### config.mk
export PLATFORM = sky130hd
export DESIGN_NAME = bram_uart_loader
export DESIGN_NICKNAME = d
export VERILOG_FILES = /design/src/rtl/stereo_pkg.sv /design/src/rtl/uart_rx_byte.sv /design/src/rtl/bram_uart_loader.sv
export SDC_FILE = /design/constraint.sdc
export NUM_CORES = 1
export LEC_CHECK = 0
export BUFFER_PORTS_ARGS = -buffer_cell sky130_fd_sc_hd__buf_2
export CAP_MARGIN = 10
export CORE_ASPECT_RATIO = 0.6
export CORE_UTILIZATION = 62
export DETAILED_ROUTE_END_ITERATION = 7
export PLACE_DENSITY = 0.84
export SKIP_CTS_REPAIR_TIMING = 1
export SLEW_MARGIN = 15
export SYNTH_ARGS = -nofsm -noshare
export SYNTH_HDL_FRONTEND = slang
export SYNTH_HIERARCHICAL = 1
export SYNTH_SLANG_ARGS = --single-unit
### constraint.sdc
create_clock -name clk_in -period 6.3 [get_ports clk_in]
set_input_delay 1.26 -clock clk_in [delete_from_list [all_inputs] [get_ports clk_in]]
set_output_delay 1.26 -clock clk_in [all_outputs]
set_load 0.1 [all_outputs]
### src/rtl/stereo_pkg.sv
// Shared constants and types for the stereo image loader: protocol bytes,
// loader FSM states and image geometry.
package stereo_pkg;

    localparam logic [7:0] SYNC_BYTE = 8'hA5;
    localparam logic [7:0] SEL_LEFT  = 8'h00;
    localparam logic [7:0] SEL_RIGHT = 8'h01;

    localparam int IMG_W      = 320;
    localparam int IMG_H      = 240;
    localparam int BLOCK_SIZE = 6;

    typedef enum logic [1:0] {
        WAIT_SYNC,
        WAIT_SEL,
        LOAD
    } loader_state;

endpackage

### src/rtl/uart_rx_byte.sv
// 8N1 UART byte receiver; byte_valid/frame_err pulse one cycle after the stop-bit centre.
// No backpressure: each byte is presented once and must be consumed that cycle.
module uart_rx_byte #(
    parameter int CLK_FREQ  = 100000000,
    parameter int BAUD_RATE = 3000000
) (
    input  logic       clk_in,
    input  logic       rst_n_in,
    input  logic       uart_rxd,
    output logic [7:0] byte_out,
    output logic       byte_valid,
    output logic       frame_err
);

    localparam int CPB      = CLK_FREQ / BAUD_RATE;
    localparam int HALF_BIT = CPB / 2;
    localparam int CW       = $clog2(CPB + 1);
    localparam logic [CW-1:0] BIT_END  = CW'(CPB - 1);
    localparam logic [CW-1:0] HALF_END = CW'(HALF_BIT - 1);

    typedef enum logic [1:0] {RX_IDLE, RX_START, RX_DATA, RX_STOP} rx_state_t;

    rx_state_t     state_q;
    logic          rxd_meta_q, rxd_sync_q, rxd_prev_q;
    logic [CW-1:0] cnt_q;
    logic [2:0]    bit_idx_q;
    logic [7:0]    shift_q;
    logic [7:0]    byte_q;
    logic          valid_q, err_q;

    always_ff @(posedge clk_in or negedge rst_n_in) begin
        if (!rst_n_in) begin
            rxd_meta_q <= 1'b1;
            rxd_sync_q <= 1'b1;
            rxd_prev_q <= 1'b1;
            state_q    <= RX_IDLE;
            cnt_q      <= '0;
            bit_idx_q  <= '0;
            shift_q    <= '0;
            byte_q     <= '0;
            valid_q    <= 1'b0;
            err_q      <= 1'b0;
        end else begin
            rxd_meta_q <= uart_rxd;
            rxd_sync_q <= rxd_meta_q;
            rxd_prev_q <= rxd_sync_q;
            valid_q    <= 1'b0;
            err_q      <= 1'b0;
            case (state_q)
                RX_IDLE: begin
                    cnt_q <= '0;
                    if (rxd_prev_q && !rxd_sync_q) state_q <= RX_START;
                end
                RX_START: begin
                    if (cnt_q == HALF_END) begin
                        cnt_q     <= '0;
                        bit_idx_q <= '0;
                        // A line already back high at mid-start is a glitch, not a byte.
                        state_q   <= rxd_sync_q ? RX_IDLE : RX_DATA;
                    end else begin
                        cnt_q <= cnt_q + 1'b1;
                    end
                end
                RX_DATA: begin
                    if (cnt_q == BIT_END) begin
                        cnt_q   <= '0;
                        shift_q <= {rxd_sync_q, shift_q[7:1]};
                        if (bit_idx_q == 3'd7) state_q <= RX_STOP;
                        else                   bit_idx_q <= bit_idx_q + 1'b1;
                    end else begin
                        cnt_q <= cnt_q + 1'b1;
                    end
                end
                RX_STOP: begin
                    if (cnt_q == BIT_END) begin
                        cnt_q   <= '0;
                        state_q <= RX_IDLE;
                        if (rxd_sync_q) begin
                            byte_q  <= shift_q;
                            valid_q <= 1'b1;
                        end else begin
                            err_q <= 1'b1;
                        end
                    end else begin
                        cnt_q <= cnt_q + 1'b1;
                    end
                end
                default: state_q <= RX_IDLE;
            endcase
        end
    end

    assign byte_out   = byte_q;
    assign byte_valid = valid_q;
    assign frame_err  = err_q;

endmodule

### src/rtl/bram_uart_loader.sv
// Loads a framed UART image into the left/right BRAM; word write 1 cycle after its last byte, done 1 cycle later.
// No backpressure: a BRAM write always completes within the byte time.
module bram_uart_loader
    import stereo_pkg::*;
#(
    parameter int CLK_FREQ   = 100000000,
    parameter int BAUD_RATE  = 3000000,
    parameter int WORD_BYTES = BLOCK_SIZE,
    parameter int DEPTH      = 12800
) (
    input  logic                     clk_in,
    input  logic                     rst_n_in,
    input  logic                     uart_rxd,
    output logic [$clog2(DEPTH)-1:0] addr_out,
    output logic [8*WORD_BYTES-1:0]  data_out,
    output logic                     left_we_out,
    output logic                     right_we_out,
    output logic                     load_done_out,
    output logic                     busy_out,
    output logic                     error_out
);

    localparam int AW = $clog2(DEPTH);
    localparam int DW = 8 * WORD_BYTES;
    localparam int BW = (WORD_BYTES > 1) ? $clog2(WORD_BYTES) : 1;
    localparam logic [BW-1:0] LAST_BYTE = BW'(WORD_BYTES - 1);
    localparam logic [AW-1:0] LAST_WORD = AW'(DEPTH - 1);

    logic [7:0] rx_byte;
    logic       rx_vld, rx_err;

    uart_rx_byte #(
        .CLK_FREQ  (CLK_FREQ),
        .BAUD_RATE (BAUD_RATE)
    ) u_rx (
        .clk_in     (clk_in),
        .rst_n_in   (rst_n_in),
        .uart_rxd   (uart_rxd),
        .byte_out   (rx_byte),
        .byte_valid (rx_vld),
        .frame_err  (rx_err)
    );

    loader_state   state_q;
    logic          sel_right_q, last_q;
    logic [BW-1:0] byte_cnt_q;
    logic [AW-1:0] word_cnt_q, addr_q;
    logic [DW-1:0] word_q, data_q, word_d;
    logic          left_we_q, right_we_q, done_q, busy_q, err_q;

    // First byte of a word ends up in the MSBs after WORD_BYTES shifts.
    assign word_d = (word_q << 8) | DW'(rx_byte);

    always_ff @(posedge clk_in or negedge rst_n_in) begin
        if (!rst_n_in) begin
            state_q     <= WAIT_SYNC;
            sel_right_q <= 1'b0;
            last_q      <= 1'b0;
            byte_cnt_q  <= '0;
            word_cnt_q  <= '0;
            word_q      <= '0;
            addr_q      <= '0;
            data_q      <= '0;
            left_we_q   <= 1'b0;
            right_we_q  <= 1'b0;
            done_q      <= 1'b0;
            busy_q      <= 1'b0;
            err_q       <= 1'b0;
        end else begin
            left_we_q  <= 1'b0;
            right_we_q <= 1'b0;
            done_q     <= 1'b0;
            if (rx_err) begin
                err_q   <= 1'b1;
                busy_q  <= 1'b0;
                last_q  <= 1'b0;
                state_q <= WAIT_SYNC;
            end else if (last_q) begin
                done_q  <= 1'b1;
                busy_q  <= 1'b0;
                last_q  <= 1'b0;
                state_q <= WAIT_SYNC;
            end else if (rx_vld) begin
                case (state_q)
                    WAIT_SYNC: begin
                        if (rx_byte == SYNC_BYTE) begin
                            err_q   <= 1'b0;
                            state_q <= WAIT_SEL;
                        end
                    end
                    WAIT_SEL: begin
                        if (rx_byte == SEL_LEFT || rx_byte == SEL_RIGHT) begin
                            sel_right_q <= (rx_byte == SEL_RIGHT);
                            byte_cnt_q  <= '0;
                            word_cnt_q  <= '0;
                            busy_q      <= 1'b1;
                            state_q     <= LOAD;
                        end else begin
                            err_q   <= 1'b1;
                            state_q <= WAIT_SYNC;
                        end
                    end
                    LOAD: begin
                        word_q <= word_d;
                        if (byte_cnt_q == LAST_BYTE) begin
                            byte_cnt_q <= '0;
                            addr_q     <= word_cnt_q;
                            data_q     <= word_d;
                            left_we_q  <= !sel_right_q;
                            right_we_q <= sel_right_q;
                            if (word_cnt_q == LAST_WORD) last_q <= 1'b1;
                            else                         word_cnt_q <= word_cnt_q + 1'b1;
                        end else begin
                            byte_cnt_q <= byte_cnt_q + 1'b1;
                        end
                    end
                    default: state_q <= WAIT_SYNC;
                endcase
            end
        end
    end

    assign addr_out      = addr_q;
    assign data_out      = data_q;
    assign left_we_out   = left_we_q;
    assign right_we_out  = right_we_q;
    assign load_done_out = done_q;
    assign busy_out      = busy_q;
    assign error_out     = err_q;

endmodule

==> flow_metrics.tcl, run 1 <==
set metrics [dict create \
    place.gp.congestion 0.827 \
    tns_ns 0 \
    synth_area_mm2 0.00642 \
    place_ws_ns 3.50 \
    clkTransAtPathRegs_ns 0.06 \
    synth.avg_cell_area_um2 14.1 \
    root_buffer "clkbuf_16" \
    grt_overflow_total 0 \
    synth_top_area_cell "dfrtp_1" \
    ys_seq_area_share_pct 62.4 \
    vias 3855 \
    initial_core_util_pct 64.5 \
    dieHeight_um 80.8 \
    yosysMostFrequentCell "dfrtp_1" \
    fin_area_mm2 0.00756 \
    placed_area_mm2 0.00690 \
    grt_pass1_wl_mm 20.2 \
    tritoncts "done" \
    synthTopCellsByArea "dfrtp_1, mux2_2, dfstp_2" \
    maxSlewViolCount 0 \
    finalClockSkew_ns 0.00563 \
    nets 539 \
    max_slew_margin_pct 29.4 \
    coreArea_mm2 0.00995 \
    critPathRequiredTime_ns 6.55 \
    drive_above_1_share_pct 43.8 \
    clkSinkCount 160 \
    ys_async_sr_fraction_pct 100 \
    dpl.cell_count 647 \
    synthesis.nets 462 \
    yosys_warnings 6 \
    drt-pass1-iter-count 4 \
    post-route-period-util_pct 42.7 \
    antenna_found_initial 0 \
    fmax_ghz 0.372 \
    ios 70 \
    diodes 0 \
    ant_nets 0 \
    hpwl_mm 7.56 \
    synth_edf_count 0 \
    hold_viol 0 \
    setup_viol 0 \
    viasPerCell 5.68 \
    synth_ff_type "dfrtp_1" \
    rsz0062_at_grt "false" \
    h-tree-depth 4 \
    max_cap_violations 0 \
    synth_top_area_share_pct 61.2 \
    grt_start_max_net_pins 93 \
    finalNonFillerCells 679 \
    crit_fanout 68 \
    p_leak_uw 0.00393 \
    drt_iter0_drc 211 \
    power.density_mw_per_mm2 305 \
    grt_pass1_vias 3899 \
    crit_type "reg -> reg" \
    synth-seq-cells 160 \
    peakVddDrop_uv 220 \
    clock_latency_ns 0.42 \
    synthCells 454 \
    drcViolationCount 0 \
    holdWs_ns 0.359 \
    status "finished clean" \
    cts_buffers 17 \
    critPathLaunchType "flop" \
    synth_common_cells "dfrtp_1, mux2_2, nand2_1, nor2_1, nand3_1" \
    min_path_type "reg -> reg" \
    cp.arrival_ns 2.94 \
    post-route-min-period_ns 2.69 \
    area_growth_pct 17.8 \
    fin_ws_ns 3.61 \
    drt-total-wl_mm 12.3 \
    die_area_mm2 0.0108 \
    die_w_um 133 \
    core.rowCount 28 \
    port_buffers 69 \
    track_usage_pct 25.0 \
    yosys.cell_types.count 47 \
    avgRoutedWirePerCell_um 18.1 \
    end_kind "flop" \
    worstMarginPinSlew_ns 1.05 \
    clock_path_buffers 2 \
]
[area by class of cell]
cell class	count	area, µm²
timing repair buffer	72	374
inverter	11	41.3
tap	135	169
fill	612	2390
multi-input combinational	269	2310
clock inverter	11	210
sequential	160	4010
clock buffer	21	450
[power breakdown]
group	leakage, µW	internal (µW)	switching, µW	total (µW)
Clock	0.000317	752	390	1140
Sequential	0.00222	1050	27.7	1070
Combinational	0.00140	35.0	59.9	94.9
[registers in the layout, indices dropped and copies added (netlist names), 2 cells and up, named ones only]
signal          flops
u_rx/shift_q        8
word_q             40
data_out           48
state_q             2
word_cnt_q         14
addr_out           14
u_rx/bit_idx_q      3
byte_cnt_q          3
u_rx/byte_out       8
u_rx/cnt_q          6
[worst max-delay path, stage by stage, from the launching register on]
cell and delay [ns]:
dfrtp_1 0.43, or3b_1 0.50, nor3_4 0.21, buf_4 0.68, o22ai_1 0.32, o211ai_1 0.24, o31ai_1 0.12
[cell families (layout without fill, tap and decap cells)]
| kind of cell | after synthesis | count (layout) | share of synthesized area, % |
|---|---|---|---|
| multiplexers | 122 | 122 | 21.3 |
| adder cells (fa/ha/maj) | 5 | 5 | 0.974 |
| flip-flops | 160 | 160 | 62.4 |
| buffers and inverters | 25 | 115 | 1.64 |
| AND/OR/NAND/NOR | 99 | 99 | 9.20 |
| AO/OA/AOI/OAI | 36 | 36 | 3.49 |
| XOR/XNOR | 7 | 7 | 0.955 |
[per-stage QoR]
stage,util (%),power (µW)
after floorplan,-,1150
after global placement,69.4,1180
after detailed placement,69.4,1190
after CTS,76.0,2330
after global routing,76.0,2380
final,76.0,2310
[cell usage in the layout, fill, tap and decap left out, types with 2 or more instances in the layout]
master | synthesis | final
a211oi_1 | 2 | 2
a21oi_1 | 7 | 7
a22oi_1 | 2 | 2
and2_1 | 2 | 2
and3_1 | 3 | 3
buf_2 | 9 | 68
buf_4 | 0 | 3
bufinv_16 | 0 | 6
clkbuf_1 | 5 | 3
clkbuf_16 | 0 | 17
clkinv_2 | 0 | 3
clkinvlp_4 | 0 | 2
dfrtp_1 | 157 | 157
dfstp_2 | 3 | 3
ha_1 | 5 | 5
inv_1 | 11 | 11
mux2_2 | 119 | 119
mux2i_1 | 3 | 3
nand2_1 | 17 | 16
nand3_1 | 12 | 12
nand3b_1 | 2 | 2
nand4_1 | 6 | 6
nand4_4 | 2 | 2
nor2_1 | 16 | 16
nor2b_1 | 5 | 5
nor3_1 | 7 | 7
nor4_1 | 2 | 2
o211ai_1 | 3 | 3
o21ai_0 | 11 | 11
o22ai_1 | 3 | 3
o31ai_1 | 4 | 4
or2_2 | 5 | 5
or3_1 | 6 | 6
or4_1 | 2 | 2
xnor2_1 | 3 | 3
xor2_1 | 4 | 4
[metal layers]
| layer | wire [µm] | track usage (%) | vias up | part of all wire (%) |
|---|---|---|---|---|
| met5 | 0 | 0 | - | 0 |
| met4 | 118 | 7.16 | 0 | 0.96 |
| met3 | 490 | 6.74 | 16 | 4.0 |
| met2 | 5690 | 38.9 | 93 | 46 |
| met1 | 5970 | 35.0 | 1958 | 49 |
| li1 | - | - | 1788 | - |
[path summary, 6_finish.rpt]
kind | from | endpoint | slack [ns] | cells past startpoint
worst max-delay path | u_rx/frame_err$_DFF_PN0_ | word_cnt_q[2]$_DFFE_PN0P_ | 3.61 | 6
worst min-delay path | u_rx/rxd_meta_q$_DFF_PN1_ | u_rx/rxd_sync_q$_DFF_PN1_ | 0.36 | 0
worst max register to register | u_rx/frame_err$_DFF_PN0_ | word_cnt_q[2]$_DFFE_PN0P_ | 3.61 | 6
worst min register to register | u_rx/rxd_meta_q$_DFF_PN1_ | u_rx/rxd_sync_q$_DFF_PN1_ | 0.36 | 0
max in group asynchronous | rst_n_in | data_out[19]$_DFFE_PN0P_ | 4.02 | 2
min in group asynchronous | rst_n_in | word_q[36]$_DFFE_PN0P_ | 0.92 | 1
(Power assumes the default switching activity.)
==> run 2, diff against run 1 <==
--- a/config.mk
+++ b/config.mk
@@ -5,12 +5,13 @@
 export SDC_FILE = /design/constraint.sdc
 export NUM_CORES = 1
 export LEC_CHECK = 0
+export ABC_AREA = 1
 export BUFFER_PORTS_ARGS = -buffer_cell sky130_fd_sc_hd__buf_2
 export CAP_MARGIN = 10
 export CORE_ASPECT_RATIO = 0.6
-export CORE_UTILIZATION = 62
+export CORE_UTILIZATION = 53
 export DETAILED_ROUTE_END_ITERATION = 7
-export PLACE_DENSITY = 0.84
+export PLACE_DENSITY = 0.76
 export SKIP_CTS_REPAIR_TIMING = 1
 export SLEW_MARGIN = 15
 export SYNTH_ARGS = -nofsm -noshare
==> constraint.sdc (replaced) <==
create_clock -name clk_in -period 2.16 [get_ports clk_in]
set_input_delay 0.432 -clock clk_in [delete_from_list [all_inputs] [get_ports clk_in]]
set_output_delay 0.432 -clock clk_in [all_outputs]
set_load 0.1 [all_outputs]
==> flow_metrics.tcl, run 2 <==
set metrics [dict create \
    gr-max-usage-layer "met2" \
    slowest_delay_ns 0.44 \
    final.fill_count 939 \
    startpoint "word_cnt_q[1]$_DFFE_PN0P_" \
    crit_path_frequent_cell "nand2_1" \
    root_buffer "clkbuf_16" \
    ios 70 \
    synth_area_mm2 0.00680 \
    max_cap_violations 0 \
    crit_chain "ha_1 > nand2_2 > nor2_4 > nand2_1 > nor2_1 > nor2_1 > nand2_4 > inv_1 > nand2_1 > nand2_1" \
    r2r_cells 10 \
    synth_ff_type "dfrtp_1" \
    crit_family "simple AND/OR/NAND/NOR gates" \
    synthCells 754 \
    drt-total-wl_mm 14.8 \
    avgRoutedWirePerCell_um 14.8 \
    peakVddDrop_uv 570 \
    slowest_stage "dfrtp_1" \
    tritoncts "done" \
    nets 832 \
    maxSlewViolCount 0 \
    rrSetupSlack_ns 0.29 \
    layout.cells.most_common_list "nand2_1, dfrtp_1, inv_1, o21ai_0, buf_2" \
    crit_fanout 28 \
    drt_iter0_drc 365 \
    final_common_cell "nand2_1" \
    end_kind "flop" \
    synth_common_cells "nand2_1, dfrtp_1, inv_1, o21ai_0, nor2_1" \
    drt-pass1-iter-count 5 \
    crit_end "word_cnt_q[13]$_DFFE_PN0P_" \
    gr-usage-met1_pct 35.6 \
    track_usage_pct 24.3 \
    grt_pass1_wl_mm 25.1 \
    die_w_um 148 \
    synthTopCellsByArea "dfrtp_1, nand2_1, o21ai_0" \
    diodes 0 \
    crit_buf_inv 1 \
    h-tree-depth 4 \
    ys_async_sr_fraction_pct 100 \
    worstReg2RegEnd "word_cnt_q[13]$_DFFE_PN0P_" \
    largest_reg_flops 48 \
    met2_usage_pct 35.7 \
    finalClockSkew_ns 0.00877 \
    crit_type "reg -> reg" \
    synthesis.nets 762 \
    synth_top_area_share_pct 57.7 \
    coreArea_mm2 0.0123 \
    hold_viol 0 \
    cts_buffers 17 \
    synth_top_area_cell "dfrtp_1" \
    grt_overflow_total 0 \
    ys_seq_area_share_pct 58.9 \
    max_slew_margin_pct 55.6 \
    initial_core_util_pct 55.3 \
    rsz0062_at_grt "false" \
    die_area_mm2 0.0133 \
    use_met3_pct 5.63 \
    clkTransAtPathRegs_ns 0.07 \
    ant_nets 0 \
    drive_above_1_share_pct 17.8 \
    grt_pass1_vias 5025 \
    p_leak_uw 0.00389 \
    critPathLaunchType "flop" \
    critPathRequiredTime_ns 2.47 \
    min_path_type "in -> reg" \
    clock_path_buffers 2 \
    clkSinkCount 160 \
    dieHeight_um 89.8 \
    post-route-util_pct 64.5 \
    reg2reg_from "word_cnt_q[1]$_DFFE_PN0P_" \
    yosysMostFrequentCell "nand2_1" \
    worstMarginPinSlew_ns 0.666 \
    port_buffers 69 \
    min_from "uart_rxd" \
    fmax_ghz 0.534 \
    antenna_found_initial 0 \
    area_growth_pct 16.6 \
    core.rowCount 31 \
    clock_latency_ns 0.42 \
    drcViolationCount 0 \
    synth.avg_cell_area_um2 9.02 \
    tns_ns 0 \
    yosys.cell_types.count 32 \
    power.density_mw_per_mm2 849 \
    synth_edf_count 0 \
    setup_viol 0 \
    post-route-period-util_pct 86.7 \
    place.gp.congestion 0.875 \
    synth-seq-cells 160 \
    path_depth 10 \
    hpwl_mm 9.98 \
    status "finished clean" \
    yosys_warnings 6 \
    vias 5280 \
    cp.arrival_ns 2.19 \
    grt_start_max_net_pins 82 \
    viasPerCell 5.27 \
    post-route-min-period_ns 1.87 \
]
[run 2: layout make-up]
class,count,area (µm²),share of cell area (%)
clock inverter,13,175,2.21
tap,165,206,2.60
sequential,160,4010,50.5
clock buffer,19,453,5.71
multi-input combinational,476,2270,28.6
inverter,90,342,4.31
timing repair buffer,79,479,6.04
[run 2: routing by layer]
metal  up-vias  part of all wire [%]
met3        22                   6.3
met1      2548                    48
li1       2544                     -
met4         0                   1.3
met5         -                     0
met2       166                    44
[run 2: metrics by stage]
step,instance area [µm²],hold slack [ns],total power [µW],std cells,setup WS (ns)
after global routing,7930,0.0902,6980,1002,0.0516
final,7930,0.104,6740,1002,0.287
after detailed placement,7290,0.347,3610,969,0.345
after floorplan,6800,0.136,3460,754,0.613
after CTS,7920,-0.0254,6760,1001,0.315
after global placement,7290,0.347,3580,969,0.378
[run 2: report_power, final]
group	switching (µW)	leakage (µW)	internal (µW)
Clock	1280	0.000301	1900
Sequential	63.0	0.00222	3050
Combinational	301	0.00137	133
Total	1650	0.00389	5090
[run 2: kinds of logic (layout without fill, tap and decap cells)]
group	count (synthesis)	after routing	share of synthesized area [%]
buffers and inverters	118	201	7.76
AND/OR/NAND/NOR	332	332	21.1
XOR/XNOR	3	3	0.386
adder cells (fa/ha/maj)	5	5	0.919
AO/OA/AOI/OAI	136	136	10.9
flip-flops	160	160	58.9
[run 2: worst min-delay path by stage]
| stage | endpoint | slack (ns) | cells after the start |
|---|---|---|---|
| after floorplan | addr_out[0]$_DFFE_PN0P_ | 0.14 | 0 |
| after global placement | u_rx/rxd_sync_q$_DFF_PN1_ | 0.35 | 0 |
| after detailed placement | u_rx/rxd_sync_q$_DFF_PN1_ | 0.35 | 0 |
| after CTS | u_rx/cnt_q[0]$_DFF_PN0_ | -0.03 | 1 |
| after global routing | u_rx/rxd_meta_q$_DFF_PN1_ | 0.09 | 1 |
| final | u_rx/rxd_meta_q$_DFF_PN1_ | 0.10 | 1 |
